--- config.mk ---
export PLATFORM = sky130hd
export DESIGN_NAME = snake_motion_engine
export DESIGN_NICKNAME = d
export VERILOG_FILES = /design/src/rtl/snake_pkg.sv /design/src/rtl/snake_seg_match.sv /design/src/rtl/snake_motion_engine.sv
export SDC_FILE = /design/constraint.sdc
export NUM_CORES = 1
export LEC_CHECK = 0
export ABC_AREA = 1
export ABC_CLOCK_PERIOD_IN_PS = 5500
export CAP_MARGIN = 10
export CORE_ASPECT_RATIO = 0.6
export CORE_UTILIZATION = 35
export DETAILED_ROUTE_END_ITERATION = 7
export GPL_TIMING_DRIVEN = 0
export SLEW_MARGIN = 25
export SYNTH_ARGS = -nofsm -noshare
export SYNTH_HDL_FRONTEND = slang
export SYNTH_HIERARCHICAL = 1
export SYNTH_SLANG_ARGS = --single-unit
--- constraint.sdc ---
create_clock -name vga_clk -period 5.5 [get_ports vga_clk]
set_input_delay 0.55 -clock vga_clk [delete_from_list [all_inputs] [get_ports vga_clk]]
set_output_delay 0.55 -clock vga_clk [all_outputs]
set_load 0.05 [all_outputs]
--- src/rtl/snake_pkg.sv ---
// Shared encodings for the snake game: joystick directions, engine states
// and default playfield size.
package snake_pkg;

  localparam logic [1:0] UP    = 2'b00;
  localparam logic [1:0] RIGHT = 2'b01;
  localparam logic [1:0] DOWN  = 2'b10;
  localparam logic [1:0] LEFT  = 2'b11;

  typedef enum logic [1:0] {
    IDLE = 2'b00,
    RUN  = 2'b01,
    DEAD = 2'b10
  } state_e;

  localparam int DEF_GRID_W = 32;
  localparam int DEF_GRID_H = 24;

endpackage

--- src/rtl/snake_seg_match.sv ---
// Parallel compare of one grid cell against every live segment of the body.
module snake_seg_match #(
  parameter int MAX_LEN = 16,
  parameter int X_W     = 5,
  parameter int Y_W     = 5
) (
  input  logic [MAX_LEN-1:0][X_W-1:0] seg_x,
  input  logic [MAX_LEN-1:0][Y_W-1:0] seg_y,
  input  logic [X_W-1:0]              pt_x,
  input  logic [Y_W-1:0]              pt_y,
  input  logic [MAX_LEN-1:0]          len_mask,
  input  logic                        excl_tail,
  output logic                        hit
);

  logic [MAX_LEN-1:0] next_mask;
  logic [MAX_LEN-1:0] eff_mask;

  // len_mask is thermometer-coded, so dropping its top set bit (the tail)
  // is the same as AND-ing it with itself shifted down by one.
  always_comb begin
    next_mask = {1'b0, len_mask[MAX_LEN-1:1]};
    eff_mask  = excl_tail ? (len_mask & next_mask) : len_mask;
    hit       = 1'b0;
    for (int unsigned i = 0; i < MAX_LEN; i++) begin
      if (eff_mask[i] && (seg_x[i] == pt_x) && (seg_y[i] == pt_y)) hit = 1'b1;
    end
  end

endmodule

--- src/rtl/snake_motion_engine.sv ---
// Snake body engine: one-cell move per game tick, wall/self/food detection,
// and registered cell-occupancy answers for the renderer.
module snake_motion_engine
  import snake_pkg::*;
#(
  parameter int GRID_W   = DEF_GRID_W,
  parameter int GRID_H   = DEF_GRID_H,
  parameter int MAX_LEN  = 16,
  parameter int INIT_LEN = 3,
  parameter int X_W      = 5,
  parameter int Y_W      = 5
) (
  input  logic                             vga_clk,
  input  logic                             rst,
  input  logic                             game_tick,
  input  logic [1:0]                       dir_signal,
  input  logic                             start,
  input  logic [X_W-1:0]                   food_x,
  input  logic [Y_W-1:0]                   food_y,
  input  logic [X_W-1:0]                   qry_x,
  input  logic [Y_W-1:0]                   qry_y,
  output logic                             qry_body,
  output logic                             qry_head,
  output logic [X_W-1:0]                   head_x,
  output logic [Y_W-1:0]                   head_y,
  output logic [$clog2(MAX_LEN+1)-1:0]     length,
  output logic                             eat_pulse,
  output logic                             game_over,
  output logic                             running
);

  localparam int L_W = $clog2(MAX_LEN + 1);

  state_e                      state_q;
  logic [MAX_LEN-1:0][X_W-1:0] seg_x_q;
  logic [MAX_LEN-1:0][Y_W-1:0] seg_y_q;
  logic [MAX_LEN-1:0][X_W-1:0] init_x;
  logic [MAX_LEN-1:0][Y_W-1:0] init_y;
  logic [L_W-1:0]              length_q;
  logic                        tick_q;
  logic                        eat_q, over_q, run_q, qbody_q, qhead_q;

  logic [X_W-1:0]     nxt_x;
  logic [Y_W-1:0]     nxt_y;
  logic               wall, eat, self_hit, qry_hit;
  logic [MAX_LEN-1:0] len_mask;

  always_comb begin
    for (int unsigned i = 0; i < MAX_LEN; i++) begin
      init_x[i]   = X_W'(GRID_W / 2 - int'(i));
      init_y[i]   = Y_W'(GRID_H / 2);
      len_mask[i] = (L_W'(i) < length_q);
    end
  end

  always_comb begin
    nxt_x = seg_x_q[0];
    nxt_y = seg_y_q[0];
    wall  = 1'b0;
    case (dir_signal)
      UP: begin
        wall  = (seg_y_q[0] == '0);
        nxt_y = seg_y_q[0] - 1'b1;
      end
      RIGHT: begin
        wall  = (seg_x_q[0] == X_W'(GRID_W - 1));
        nxt_x = seg_x_q[0] + 1'b1;
      end
      DOWN: begin
        wall  = (seg_y_q[0] == Y_W'(GRID_H - 1));
        nxt_y = seg_y_q[0] + 1'b1;
      end
      default: begin
        wall  = (seg_x_q[0] == '0);
        nxt_x = seg_x_q[0] - 1'b1;
      end
    endcase
    eat = (nxt_x == food_x) && (nxt_y == food_y);
  end

  // The tail only vacates its cell when the snake is not growing.
  snake_seg_match #(.MAX_LEN(MAX_LEN), .X_W(X_W), .Y_W(Y_W)) u_collide (
    .seg_x     (seg_x_q),
    .seg_y     (seg_y_q),
    .pt_x      (nxt_x),
    .pt_y      (nxt_y),
    .len_mask  (len_mask),
    .excl_tail (~eat),
    .hit       (self_hit)
  );

  snake_seg_match #(.MAX_LEN(MAX_LEN), .X_W(X_W), .Y_W(Y_W)) u_query (
    .seg_x     (seg_x_q),
    .seg_y     (seg_y_q),
    .pt_x      (qry_x),
    .pt_y      (qry_y),
    .len_mask  (len_mask),
    .excl_tail (1'b0),
    .hit       (qry_hit)
  );

  always_ff @(posedge vga_clk) begin
    if (rst) begin
      state_q  <= IDLE;
      seg_x_q  <= init_x;
      seg_y_q  <= init_y;
      length_q <= L_W'(INIT_LEN);
      tick_q   <= 1'b0;
      eat_q    <= 1'b0;
      over_q   <= 1'b0;
      run_q    <= 1'b0;
      qbody_q  <= 1'b0;
      qhead_q  <= 1'b0;
    end else begin
      tick_q  <= game_tick;
      eat_q   <= 1'b0;
      qbody_q <= qry_hit;
      qhead_q <= (seg_x_q[0] == qry_x) && (seg_y_q[0] == qry_y);
      case (state_q)
        IDLE: begin
          if (start) begin
            state_q <= RUN;
            run_q   <= 1'b1;
          end
        end
        RUN: begin
          if (tick_q) begin
            if (wall || self_hit) begin
              state_q <= DEAD;
              run_q   <= 1'b0;
              over_q  <= 1'b1;
            end else begin
              for (int unsigned i = 1; i < MAX_LEN; i++) begin
                seg_x_q[i] <= seg_x_q[i-1];
                seg_y_q[i] <= seg_y_q[i-1];
              end
              seg_x_q[0] <= nxt_x;
              seg_y_q[0] <= nxt_y;
              if (eat) begin
                eat_q <= 1'b1;
                if (length_q != L_W'(MAX_LEN)) length_q <= length_q + 1'b1;
              end
            end
          end
        end
        DEAD: begin
          if (start) begin
            seg_x_q  <= init_x;
            seg_y_q  <= init_y;
            length_q <= L_W'(INIT_LEN);
            state_q  <= RUN;
            over_q   <= 1'b0;
            run_q    <= 1'b1;
          end
        end
        default: state_q <= IDLE;
      endcase
    end
  end

  assign head_x    = seg_x_q[0];
  assign head_y    = seg_y_q[0];
  assign length    = length_q;
  assign eat_pulse = eat_q;
  assign game_over = over_q;
  assign running   = run_q;
  assign qry_body  = qbody_q;
  assign qry_head  = qhead_q;

endmodule
* After elaboration in Yosys (flattened, before gate mapping)
Index checks and enable logic that the tools add are counted.
** Storage, ports and cells
- Bits in latches :: 0
- RAM bits :: 0
- Bits in read-only memories :: 0
- Memories kept :: 0
- Bits in registers :: 173
- Input bits :: 26
** Operators by class
- Shifts and indexed selects :: 0
- Bitwise operators :: 3
- Divide/modulo/power cells :: 0
- Multiply operators :: 0
- $lt $le $gt $ge :: 16
- Muxes and demuxes :: 63
- Add/subtract/negate cells :: 5
- Equality and inequality tests :: 80
- Reduce and logical (&&, ||, !) cells :: 81
** Operators by type and width (number)
- $mux 80 :: 6
- $eq 5x5->1 :: 66
- $pmux 80 s2 :: 2
- $logic_and 1x1->1 :: 66
- $lt 4x5->1 const A :: 8
- $mux 1 :: 39
- $pmux 5 s2 :: 3
- $mux 5 :: 5
- $lt 3x5->1 const A :: 4
- $and 16x15->16 :: 1
- $mux 16 :: 1
- $add 5x1->5 const B :: 3
- $ne 2x2->1 const B :: 6
- $reduce_and 4->1 :: 3
- $eq 5x5->1 const B :: 2
- $logic_not 5->1 :: 2
- $lt 1x5->1 const A :: 2
- $lt 2x5->1 const A :: 2
- $sub 5x1->5 const B :: 2
- $mux 2 :: 3
- $reduce_and 6->1 :: 1
- $ne 5x5->1 const B :: 1
- $eq 2x1->1 const B :: 2
- $eq 2x2->1 const B :: 2
- 11 further kinds :: 16

* Logic depth before layout (Yosys ltp)
Gate-level depths: netlist of the first run.
- Depth in word-level cells :: 28
- Gate-level depth with buffers :: 36
- Depth with buffers taken out :: 33

* Hierarchy
Netlist of the first run, hierarchy kept.
** By module, submodules not included
- snake_motion_engine :: times used 1, area each 7434.6 um^2, cells an instance 1013
- snake_seg_match :: times used 2, area each 3098.0 um^2, cells an instance 710

* Least setup slack after synthesis of the first run
OpenSTA, ideal clock, no wires.
- Path type :: input to register
- Start point :: input port dir_signal[0]
- End point :: register seg_x_q, in the netlist head_x[4]
- Setup time :: 138 ps
- Data required time :: 5362 ps
- Arrival :: 3872 ps
- Buffers on the path :: 4
- Slack :: 1490 ps
- Cell stages on the path :: 36
- Cells stage by stage :: buf_4 inv_2 nand2_1 inv_1 fa_1 inv_1 nand2_1 nand2_1 nand2_1 nand2_1 nor2_1 nand2_1 nor2_1 nand3_1 nor3b_1 nand4_1 buf_2 nand2_1 o21ai_0 nor2_1 nand2_1 nor2_1 nand2_1 nand2_1 inv_1 nand2_1 nor2_1 nand2_1 nand3b_2 nand2_1 nand2_2 inv_2 buf_4 buf_2 o21ai_0 o211ai_1
** Between the ends
- Elaborated cells between the ends (all ways) :: 97
** RTL lines
- start, declared :: line snake_motion_engine.sv:16 : input logic [1:0] dir_signal,
- $eq 2x2->1 or $logic_not 2->1 (tied branches) :: line snake_motion_engine.sv:60 : case (dir_signal)
- $pmux 5 s2 * :: line snake_motion_engine.sv:60
- via nxt_y[1] :: line snake_motion_engine.sv:44 : logic [Y_W-1:0] nxt_y;
- $eq 5x5->1 :: line snake_motion_engine.sv:78 : eat = (nxt_x == food_x) && (nxt_y == food_y);
- $logic_and 1x1->1 :: line snake_motion_engine.sv:78
- $mux 16 :: line snake_seg_match.sv:23 : eff_mask = excl_tail ? (len_mask & next_mask) : len_mask;
- $logic_and 1x1->1 (2 in a row) :: line snake_seg_match.sv:26 : if (eff_mask[i] && (seg_x[i] == pt_x) && (seg_y[i] == pt_y)) hit = 1'b1;
- $mux 1 (15 in a row) :: line snake_seg_match.sv:26
- $mux 1 * :: line snake_seg_match.sv:26
- via self_hit :: line snake_motion_engine.sv:45 : logic wall, eat, self_hit, qry_hit;
- $logic_or 1x1->1 * :: line snake_motion_engine.sv:128 : if (wall || self_hit) begin
- $ne 2x2->1 (no source line) *
- $reduce_and 4->1 (no source line) *
- end signal, assigned :: line snake_motion_engine.sv:105 : seg_x_q <= init_x;
- end signal, assigned by index :: line snake_motion_engine.sv:134 : seg_x_q[i] <= seg_x_q[i-1];
- end signal, assigned :: line snake_motion_engine.sv:148 : seg_x_q <= init_x;
- end, declared :: line snake_motion_engine.sv:35 : logic [MAX_LEN-1:0][X_W-1:0] seg_x_q;
The timed path passes the listed nets; every way through them passes the cells marked *. The select of a mux whose other input is x is not followed.
A chain may end at the register's enable or synchronous reset.

* Final worst setup path of the first run
- Start point :: register seg_y_q, in the netlist head_y[0]
- End point :: register seg_x_q[13] (netlist name)
** Between the ends
- Cells in the longest elaborated chain, start to end :: 26
- Elaborated cells between the ends (all ways) :: 76
** RTL lines
- start, declared :: line snake_motion_engine.sv:36 : logic [MAX_LEN-1:0][Y_W-1:0] seg_y_q;
- start signal, assigned :: line snake_motion_engine.sv:106 : seg_y_q <= init_y;
- start signal, assigned by index :: line snake_motion_engine.sv:135 : seg_y_q[i] <= seg_y_q[i-1];
- start signal, assigned :: line snake_motion_engine.sv:149 : seg_y_q <= init_y;
- $add 5x1->5 or $sub 5x1->5 (tied branches) :: line snake_motion_engine.sv:71, snake_motion_engine.sv:63
- $pmux 5 s2 * :: line snake_motion_engine.sv:60
- via nxt_y[1] :: line snake_motion_engine.sv:44
- $eq 5x5->1 :: line snake_motion_engine.sv:78
- $logic_and 1x1->1 :: line snake_motion_engine.sv:78
- $mux 16 :: line snake_seg_match.sv:23
- $logic_and 1x1->1 (2 in a row) :: line snake_seg_match.sv:26
- $mux 1 (15 in a row) :: line snake_seg_match.sv:26
- $mux 1 * :: line snake_seg_match.sv:26
- via self_hit :: line snake_motion_engine.sv:45
- $logic_or 1x1->1 * :: line snake_motion_engine.sv:128
- $ne 2x2->1 (no source line) *
- $reduce_and 4->1 (no source line) *
The timed path passes the listed nets; every way through them passes the cells marked *.

==> metrics, run 1 <==
Compound-Gate Fraction of Synth Area between 10% and 20%; CTS tree yes; # fillers about 4200; Clock Latency Late Sink 470 ps; Setup crit start kind flop; NumNets Final 2537; Initial Util 35.8%; RSZ-0062 raised after global routing false; Final period util 97.6%; post-detail-place hpwl 53700 µm; most used cell along the critical path nand2_1; cells on worst reg2reg path 34; P&R area growth vs syn 12.3%; Synth Warn # 6; Worst Hold Launch game_over$_SDFFE_PP0P_; Synth Area in XOR/XNOR under 10%; post-synthesis cell area 13600 µm²; final setup violation count 0; # H-tree levels 4; DR vias between 15000 and 20000; share of layout cells above drive strength 1 ~6.4%; vias in the first global route 13900; Max Root-Sink Buffers 2; max-cap viol count 0; Int Pwr ~2.4 mW; Comb power frac 32.3%; Seq. cell area 3470 µm²; Port Buf Inserts 42; CP Buf/Inv Count 8; Rel. slew slack 23.7%; area of the multi-input gates roughly 8000 µm²; run status finished, violations left; Setup CP Type flop to flop; clk sinks 173; global-route wire length before repair roughly 100000 µm; Hold Path Class flop to flop; register share of total power a little under two fifths; sw frac 41.2%; antenna viol nets, final 0; GRT Util Overall between 30 and 40%; Core ar. approximately 38000 µm²; die height ~150 µm; library cells used by synthesis 37; Clk pwr share 30.8%; largest family of logic cells by synthesized area simple AND/OR/NAND/NOR gates; post-synthesis sequential area ratio 25.4%; Yosys reg bits about 170; worst-margin pin slew around 1100 ps; Die W 257 µm; reg-to-reg critical path endpoint seg_x_q[13]$_SDFFE_PP1P_; failing checks design-rule violations; drt initial violations around 2500; Critical Path AT around 5700 ps; Routability Congestion roughly 1.1; Fin. Hold Viols 0; R2R Setup Slk about 130 ps; TritonRoute pass-1 iters 8; TritonCTS Buffers 17; clk root buf clkbuf_16; minimum clock period 5370 ps; VDD IR max around 0.20 mV; Rows 55; GRT overflow 0; Clock transition at path regs roughly 70 ps; largest net degree at the start of global routing 17; DRC viols 2; mux cell area share after synthesis 0%; Slew Limit Fails 0; Cell Count, Final, Fillers Out between 3000 and 4000; post-synthesis adder-cell area fraction a little over 1%; via density per instance 5.34; CP Capture Type flop; Worst path slowest cell fa_1; fmax 186 MHz; cell depth of the worst hold path 2; Mapped Cells around 2400; Min-Delay Endpoint game_over$_SDFFE_PP0P_; initial antenna violation count 0; simple-gate share of the synthesized area 39.8%; Worst Skew 12.7 ps; reg-to-reg startpoint head_y[0]$_SDFFE_PP0P_; Leak approximately 7.7 nW; Max stage delay on crit path ~560 ps; Util after Layout ~40%; NetSw 1.65 mW; Power per Cell Area roughly 260 nW/µm²; Placed Cells roughly 3000; Crit path required time about 5900 ps; Crit Path Max Fanout 10; Routed WL just over 70000 µm; die footprint just under 40000 µm²; mean area per synthesized cell between 5 and 6 µm²; Largest delay share family, worst path simple AND/OR/NAND/NOR gates; I/O pins 46; routed length per instance between 20 and 25 µm
## per-stage QoR
step                      setup TNS, ps  hold WS, ps  setup WS [ps]  instance area [µm²]  power [mW]
after floorplan                       0          465           1490                13600        2.24
after global placement          -103900          480           -815                14700        2.71
after detailed placement        -108140          472           -841                14700        2.72
after CTS                             0          491           65.5                15300        3.95
after global routing                  0          532           12.6                15300        4.16
final                                 0          491            130                15300        4.00
## power groups by stage
stage / logic [mW] / registers (mW) / clock network [mW]
final: 1.29 / 1.48 / 1.23
after global routing: 1.37 / 1.48 / 1.31
after CTS: 1.23 / 1.47 / 1.25
after detailed placement: 1.22 / 1.50 / 0
after global placement: 1.21 / 1.50 / 0
after floorplan: 0.803 / 1.44 / 0
## cell usage in the layout (no fill, tap or decap), types with 35 or more instances in the layout
cell,count
o21ai_0,91
dfxtp_1,169
a21oi_1,156
nand3_1,123
clkbuf_1,35
nor2_1,163
xnor2_1,65
xor2_1,49
inv_1,349
clkdlybuf4s50_1,42
nand2_1,1028
buf_4,71
## how the worst max path moves through the flow
stage / startpoint / to / slack [ps] / cells after the start
detailed placement: dir_signal[1] / seg_x_q[13]$_SDFFE_PP1P_ / -840 / 35
CTS: head_y[1]$_SDFFE_PP0P_ / seg_x_q[13]$_SDFFE_PP1P_ / 70 / 33
global placement: dir_signal[0] / seg_x_q[13]$_SDFFE_PP1P_ / -820 / 36
global route: head_y[0]$_SDFFE_PP0P_ / seg_x_q[38]$_SDFFE_PP1P_ / 10 / 34
finish: head_y[0]$_SDFFE_PP0P_ / seg_x_q[13]$_SDFFE_PP1P_ / 130 / 34
floorplan: dir_signal[0] / head_x[4]$_SDFFE_PP1P_ / 1490 / 36
## state kept, by name (all words and copies together), names as in the netlist
name	cells
head_y	5
qry_head	1
qry_body	1
game_over	1
length	5
seg_x_q	75
eat_pulse	1
state_q	2
tick_q	1
seg_y_q	75
head_x	5
running	1
## tightest hold or removal path, stage by stage (launching register included)
cell,delay (ps)
dfxtp_1,310
o21ai_0,70
a21oi_1,60
## cells by family after synthesis
kind of cell             Yosys count
AND/OR/NAND/NOR                 1367
flip-flops                       173
other                              1
adder cells (fa/ha/maj)           10
AO/OA/AOI/OAI                    267
XOR/XNOR                         114
buffers and inverters            501
## cells in the mapped netlist
cell      count  share of area [%]
o21ai_1       3               0.11
nand2_1    1028                 28
nand2_2       2              0.092
nor2_8        1               0.15
o21ai_2       1              0.064
nand3b_1      4               0.22
conb_1        1              0.028
nor3b_1       1              0.055
buf_6         7               0.58
nand3b_2      1              0.083
clkbuf_1     36               0.99
inv_1       349                9.6
xor2_1       49                3.1
a21boi_0      2               0.11
o22ai_1       5               0.23
ha_1          8               0.73
fa_1          2               0.29
clkbuf_2      3               0.11
clkinv_1      2              0.055
o211ai_1      2               0.11
dfxtp_1     173                 25
buf_8         1               0.11
inv_2        18               0.50
nor4_1        1              0.046
a31oi_1       3               0.14
a21oi_1     156                5.7
buf_2        16               0.59
nor2_1      164                4.5
xnor2_1      65                4.2
nor3_1       11               0.40
a32oi_1       1              0.064
buf_4        69                3.8
a211oi_1      3               0.17
nand4_1      29                1.3
nand3_1     123                4.5
or2_2         2              0.092
o21ai_0      91                3.3
## layout make-up
type                    instances  share of cell area [%]
repair buffers                 44                    2.84
clock inverters                14                   0.883
plain buffers                 132                    5.53
clock buffers                  18                    2.80
multi-input cells            1764                    52.0
flip-flops and latches        173                    22.7
well taps                     513                    4.19
diodes                          1                  0.0163
inverters                     369                    9.05
## repair_timing
| item | in CTS | in global routing |
|---|---|---|
| buffers inserted | 1 | 1 |
| gates resized for setup | 4 | 5 |
| pin swaps | 1 | 1 |
| hold buffers | 0 | 0 |
| setup endpoints to repair | 168 | 163 |
## routing by layer
layer | vias to the layer above | part of all wire, % | wire length (µm) | track usage (%)
li1 | 7475 | - | - | -
met1 | 7533 | 46 | 32500 | 53.2
met2 | 1043 | 38 | 27200 | 48.4
met3 | 108 | 14 | 9850 | 9.55
met4 | 0 | 2.2 | 1560 | 9.24
met5 | - | 0 | 0 | 0
Note: power is estimated with default switching activity, not from simulation.
==> inputs of run 2 (changes only) <==
CELL_PAD_IN_SITES_DETAIL_PLACEMENT = 1   (was unset)
CELL_PAD_IN_SITES_GLOBAL_PLACEMENT = 1   (was unset)
PLACE_DENSITY_LB_ADDON = 0.1   (was unset)
==> metrics, run 2 (same netlist as run 1, synthesis figures left out) <==
NumNets Final 2542 (was 2537); post-detail-place hpwl 60500 µm (was 53700 µm); global-route wire length before repair 110000 µm (was 99700 µm); clk root buf clkbuf_16 (unchanged); max-cap viol count 0 (unchanged); Max Root-Sink Buffers 2 (unchanged); cells on worst reg2reg path 32 (was 34); Leak 7.71 nW (was 7.65 nW); Setup crit start kind input port (was flop); CP Capture Type flop (unchanged); most used cell along the critical path nand2_1 (unchanged); via density per instance 5.39 (was 5.34); largest net degree at the start of global routing 19 (was 17); Die W 257 µm (unchanged); Crit Path Max Fanout 10 (unchanged); Rows 55 (unchanged); Routability Congestion 1.02 (was 1.08); initial antenna violation count 2 (was 0); final hold slack 483 ps (was 491 ps); Slew Limit Fails 0 (unchanged); clk sinks 173 (unchanged); Setup CP Type input port to flop (was flop to flop); I/O pins 46 (unchanged); Worst Hold Launch game_over$_SDFFE_PP0P_ (unchanged); Pwr Total 4.09 mW (was 4.00 mW); routed length per instance 26.0 µm (was 23.5 µm); R2R Setup Slk 50 ps (was 130 ps); Worst path slowest cell fa_1 (unchanged); VDD IR max 0.190 mV (was 0.197 mV); Fin. Hold Viols 0 (unchanged); most frequent cells in the layout nand2_1 (1027), inv_1 (349), dfxtp_1 (167) (was nand2_1 (1028), inv_1 (349), dfxtp_1 (169)); worst-margin pin slew 1080 ps (was 1140 ps); run status completed (was finished, violations left); cell depth of the worst hold path 2 (unchanged); reg-to-reg startpoint head_x[1]$_SDFFE_PP0P_ (was head_y[0]$_SDFFE_PP0P_); Largest regs seg_x_q (75), seg_y_q (75) (unchanged); P&R area growth vs syn 13.1% (was 12.3%); # fillers 5358 (was 4194); die height 155 µm (unchanged); Routed WL 78800 µm (was 71100 µm); commonest non-fill, non-tap cell in the layout nand2_1 (unchanged); Core ar. 38100 µm² (unchanged); Initial Util 35.8% (unchanged); Final period util 99.1% (was 97.6%); Min-Delay Endpoint game_over$_SDFFE_PP0P_ (unchanged); antenna viol nets, final 0 (unchanged); Clock Latency Late Sink 480 ps (was 470 ps); Worst Skew 17.6 ps (was 12.7 ps); CTS tree yes (unchanged); DR vias 16400 (was 16200); Port Buf Inserts 42 (unchanged); Cell Count, Final, Fillers Out 3033 (was 3028); GRT Util Overall 39.4% (was 35.3%); Critical Path AT 5780 ps (was 5730 ps); Placed Cells 2993 (unchanged); setup_tns 0 ps (unchanged); # H-tree levels 4 (unchanged); Rel. slew slack 28.1% (was 23.7%); DRC viols 0 (was 2); Largest delay share family, worst path simple AND/OR/NAND/NOR gates (unchanged); minimum clock period 5450 ps (was 5370 ps); final setup violation count 0 (unchanged); TritonRoute pass-1 iters 6 (was 8); Hold Path Class flop to flop (unchanged); fmax 183 MHz (was 186 MHz); reg-to-reg critical path endpoint seg_y_q[12]$_SDFFE_PP1P_ (was seg_x_q[13]$_SDFFE_PP1P_); TritonCTS Buffers 17 (unchanged); Clock transition at path regs 80 ps (was 70 ps); drt initial violations 2066 (was 2457); die footprint 39800 µm² (unchanged); GRT overflow 0 (unchanged); Max stage delay on crit path 580 ps (was 560 ps); Power per Cell Area 265 nW/µm² (was 261 nW/µm²); CP Buf/Inv Count 10 (was 8); Crit path required time 5830 ps (was 5860 ps); vias in the first global route 15200 (was 13900); share of layout cells above drive strength 1 7.15% (was 6.40%)
## run 2: worst max-delay path by stage
stage                                start                  endpoint  slack (ps)  cells after the start
floorplan                    dir_signal[0]    head_x[4]$_SDFFE_PP1P_        1490                     36
global placement             dir_signal[0]  seg_x_q[12]$_SDFFE_PP1P_       -1370                     36
detailed placement           dir_signal[0]  seg_y_q[78]$_SDFFE_PP1P_       -1420                     36
CTS                 head_y[0]$_SDFFE_PP0P_  seg_y_q[12]$_SDFFE_PP1P_          30                     33
global route                 dir_signal[0]  seg_y_q[12]$_SDFFE_PP1P_         -60                     36
finish                       dir_signal[0]  seg_y_q[12]$_SDFFE_PP1P_          50                     36
## run 2: area by class of cell
| type | instances | area [µm²] | area share (%) |
|---|---|---|---|
| Clock inverter | 14 | 145 | 0.942 |
| Clock buffer | 18 | 439 | 2.85 |
| Antenna cell | 1 | 2.50 | 0.0162 |
| Sequential cell | 173 | 3480 | 22.6 |
| Timing Repair Buffer | 49 | 477 | 3.09 |
| Inverter | 369 | 1390 | 8.99 |
| Tap cell | 513 | 642 | 4.16 |
| Buffer | 132 | 860 | 5.58 |
| Multi-Input combinational cell | 1764 | 7990 | 51.8 |
## run 2: repair_timing
action,in CTS,in global routing
endpoints found under the setup margin,170,165
resized for setup,10,23
pin swaps,1,1
hold buffers,0,0
buffers inserted,1,6
## run 2: per-stage QoR
| stage | util (%) | worst slack (ps) | area (µm²) |
|---|---|---|---|
| floorplan | - | 1490 | 13600 |
| global placement | 38.7 | -1370 | 14700 |
| detailed placement | 38.7 | -1420 | 14700 |
| CTS | 40.3 | 25.6 | 15300 |
| global route | 40.5 | -57.1 | 15400 |
| finish | 40.5 | 50.3 | 15400 |
## run 2: report_power, final
part | switching [mW] | internal, mW | total (mW)
combinational | 0.925 | 0.407 | 1.33
clock | 0.653 | 0.618 | 1.27
sequential | 0.164 | 1.32 | 1.48
## run 2: worst reg2reg max path: cells and delay by family, from the launching register on
family                   cells  cell delay [ps]
flip-flops                   1              560
AND/OR/NAND/NOR             23             2910
adder cells (fa/ha/maj)      1              500
AO/OA/AOI/OAI                1              190
buffers and inverters        7             1180
## run 2: per-layer routing
metal | GRT usage, % | share of wire (%) | vias to the layer above
met5 | 0 | 0.19 | -
met1 | 58.2 | 47 | 7978
met4 | 10.8 | 2.5 | 2
met3 | 12.0 | 12 | 113
met2 | 54.3 | 39 | 778
li1 | - | - | 7491
==> inputs of run 3 (changes only) <==
ABC_CLOCK_PERIOD_IN_PS = 4990   (was 5500)
HOLD_SLACK_MARGIN = 0.12   (was unset)
clock period = 4.99 ns   (was 5.5 ns; I/O delays follow)
==> metrics, run 3 (same netlist as run 1, synthesis figures left out) <==
drt initial violations 1988 (was 2066); antenna viol nets, final 0 (unchanged); DR vias 16400 (about the same); Hold Path Class flop to flop (unchanged); cells on worst reg2reg path 33 (was 32); RSZ-0062 raised after global routing false; Port Buf Inserts 42 (unchanged); Worst path slowest cell fa_2 (was fa_1); most frequent cells in the layout nand2_1 (1025), inv_1 (349), dfxtp_1 (166) (was nand2_1 (1027), inv_1 (349), dfxtp_1 (167)); CP Capture Type flop (unchanged); Min-Delay Endpoint game_over$_SDFFE_PP0P_ (unchanged); share of layout cells above drive strength 1 7.85% (was 7.15%); worst-margin pin slew 1070 ps (was 1080 ps); Largest regs seg_x_q (75), seg_y_q (75) (unchanged); P&R area growth vs syn 14.1% (was 13.1%); Design Area, Final 15600 µm² (was 15400 µm²); Power per Cell Area 291 nW/µm² (was 265 nW/µm²); Hold Buf Count CTS 0 (unchanged); largest net degree at the start of global routing 19 (unchanged); Area after DPL 14700 µm² (unchanged); clk root buf clkbuf_16 (unchanged); R2R Setup Slk 140 ps (was 50 ps); DRC viols 0 (unchanged); VDD IR max 0.208 mV (was 0.190 mV); Critical Path AT 5170 ps (was 5780 ps); fmax between 200 and 250 MHz; Cell Count, Final, Fillers Out 3037 (was 3033); Die W 257 µm (unchanged); Crit Path Max Fanout 10 (unchanged); die footprint 39800 µm² (unchanged); Clock Latency Late Sink 470 ps (was 480 ps); setup_tns 0 ps (unchanged); Slew Limit Fails 0 (unchanged); cell depth of the worst hold path 2 (unchanged); Routability Congestion 1.02 (unchanged); Max Root-Sink Buffers 2 (unchanged); NumNets Final 2545 (was 2542); Rel. slew slack 28.9% (was 28.1%); Placed Cells 2993 (unchanged); Clock transition at path regs 80 ps (about the same); final setup violation count 0 (unchanged); Crit path required time 5310 ps (was 5830 ps); Worst Hold Launch game_over$_SDFFE_PP0P_ (unchanged); # H-tree levels 4 (unchanged); global-route wire length before repair 111000 µm (was 110000 µm); reg-to-reg critical path endpoint length[3]$_SDFFE_PP0P_ (was seg_y_q[12]$_SDFFE_PP1P_); Setup crit start kind flop (was input port); vias in the first global route 15300 (was 15200); minimum clock period 4850 ps; TritonCTS Buffers 17 (unchanged); Core ar. 38100 µm² (unchanged); Setup CP Type flop to flop (was input port to flop); post-detail-place hpwl 60500 µm (unchanged); commonest non-fill, non-tap cell in the layout nand2_1 (unchanged); TritonRoute pass-1 iters 5 (was 6); Util after Layout 40.9% (was 40.5%); max-cap viol count 0 (unchanged); Worst Skew 17.1 ps (was 17.6 ps); Initial Util 35.8% (unchanged); initial antenna violation count 2 (unchanged); most used cell along the critical path nand2_1 (unchanged); run status completed (unchanged); Max stage delay on crit path 600 ps (was 580 ps); Rows 55 (unchanged); Routed WL 79200 µm (was 78800 µm); routed length per instance 26.1 µm (was 26.0 µm); I/O pins 46 (unchanged); GRT overflow 0 (unchanged); clk sinks 173 (unchanged); Final period util a little over nine tenths; die height 155 µm (unchanged); Leak 7.74 nW (was 7.71 nW); via density per instance 5.40 (was 5.39); GRT Util Overall 39.7% (was 39.4%); CTS tree yes (unchanged); reg-to-reg startpoint head_y[1]$_SDFFE_PP0P_ (was head_x[1]$_SDFFE_PP0P_); Fin. Hold Viols 0 (unchanged)
-- run 3: worst max-delay path by stage --
| stage | to | slack, ps | start | cells after the start |
|---|---|---|---|---|
| 3_3_place_gp | seg_x_q[12]$_SDFFE_PP1P_ | -1830 | dir_signal[0] | 36 |
| 4_1_cts | seg_x_q[55]$_SDFFE_PP1P_ | 10 | dir_signal[1] | 33 |
| 3_5_place_dp | seg_y_q[78]$_SDFFE_PP1P_ | -1870 | dir_signal[0] | 36 |
| 5_1_grt | seg_x_q[69]$_SDFFE_PP0P_ | 20 | head_y[2]$_SDFFE_PP1P_ | 27 |
| 2_1_floorplan | head_x[4]$_SDFFE_PP1P_ | 1030 | dir_signal[0] | 36 |
| 6_report | length[3]$_SDFFE_PP0P_ | 140 | head_y[1]$_SDFFE_PP0P_ | 33 |
-- run 3: metrics by stage --
step / total power, mW / hold slack, ps / worst slack, ps
2_1_floorplan: 2.47 / 465 / 1030
3_3_place_gp: 3.01 / 480 / -1830
3_5_place_dp: 3.05 / 477 / -1870
4_1_cts: 4.46 / 489 / 13.1
5_1_grt: 4.70 / 501 / 15.4
6_report: 4.53 / 483 / 143
-- run 3: per-layer routing --
metal / vias to the layer above / global-route usage [%] / part of all wire [%]
met5: - / 0 / 0.18
met1: 7994 / 58.4 / 47
li1: 7490 / - / -
met4: 2 / 10.5 / 2.3
met2: 807 / 54.6 / 39
met3: 108 / 12.5 / 12
-- run 3: area by class of cell --
cell class              count  area (µm²)
plain buffers             132         903
inverters                 369        1390
clock buffers              18         439
clock inverters            14         145
multi-input cells        1764        8060
repair buffers             52         497
well taps                 513         642
diodes                      2        5.00
flip-flops and latches    173        3480
fillers                  5347       22500
-- run 3: worst max-delay path: cells and delay by family (launching register included) --
family,cells,cell delay (ps)
AND/OR/NAND/NOR,23,2560
flip-flops,1,390
adder cells (fa/ha/maj),1,600
buffers and inverters,8,1030
AO/OA/AOI/OAI,1,80
-- run 3: power breakdown --
group,total (mW),leakage [nW],switching [mW],internal [mW]
registers,1.63,1.42,0.172,1.45
logic,1.50,6.04,1.04,0.460
clock network,1.41,0.287,0.726,0.682
-- run 3: timing repair --
item,CTS,global route
pin swaps,1,3
setup endpoints to repair,170,165
resized for setup,28,42
buffers inserted,6,3
gates cloned,1,0
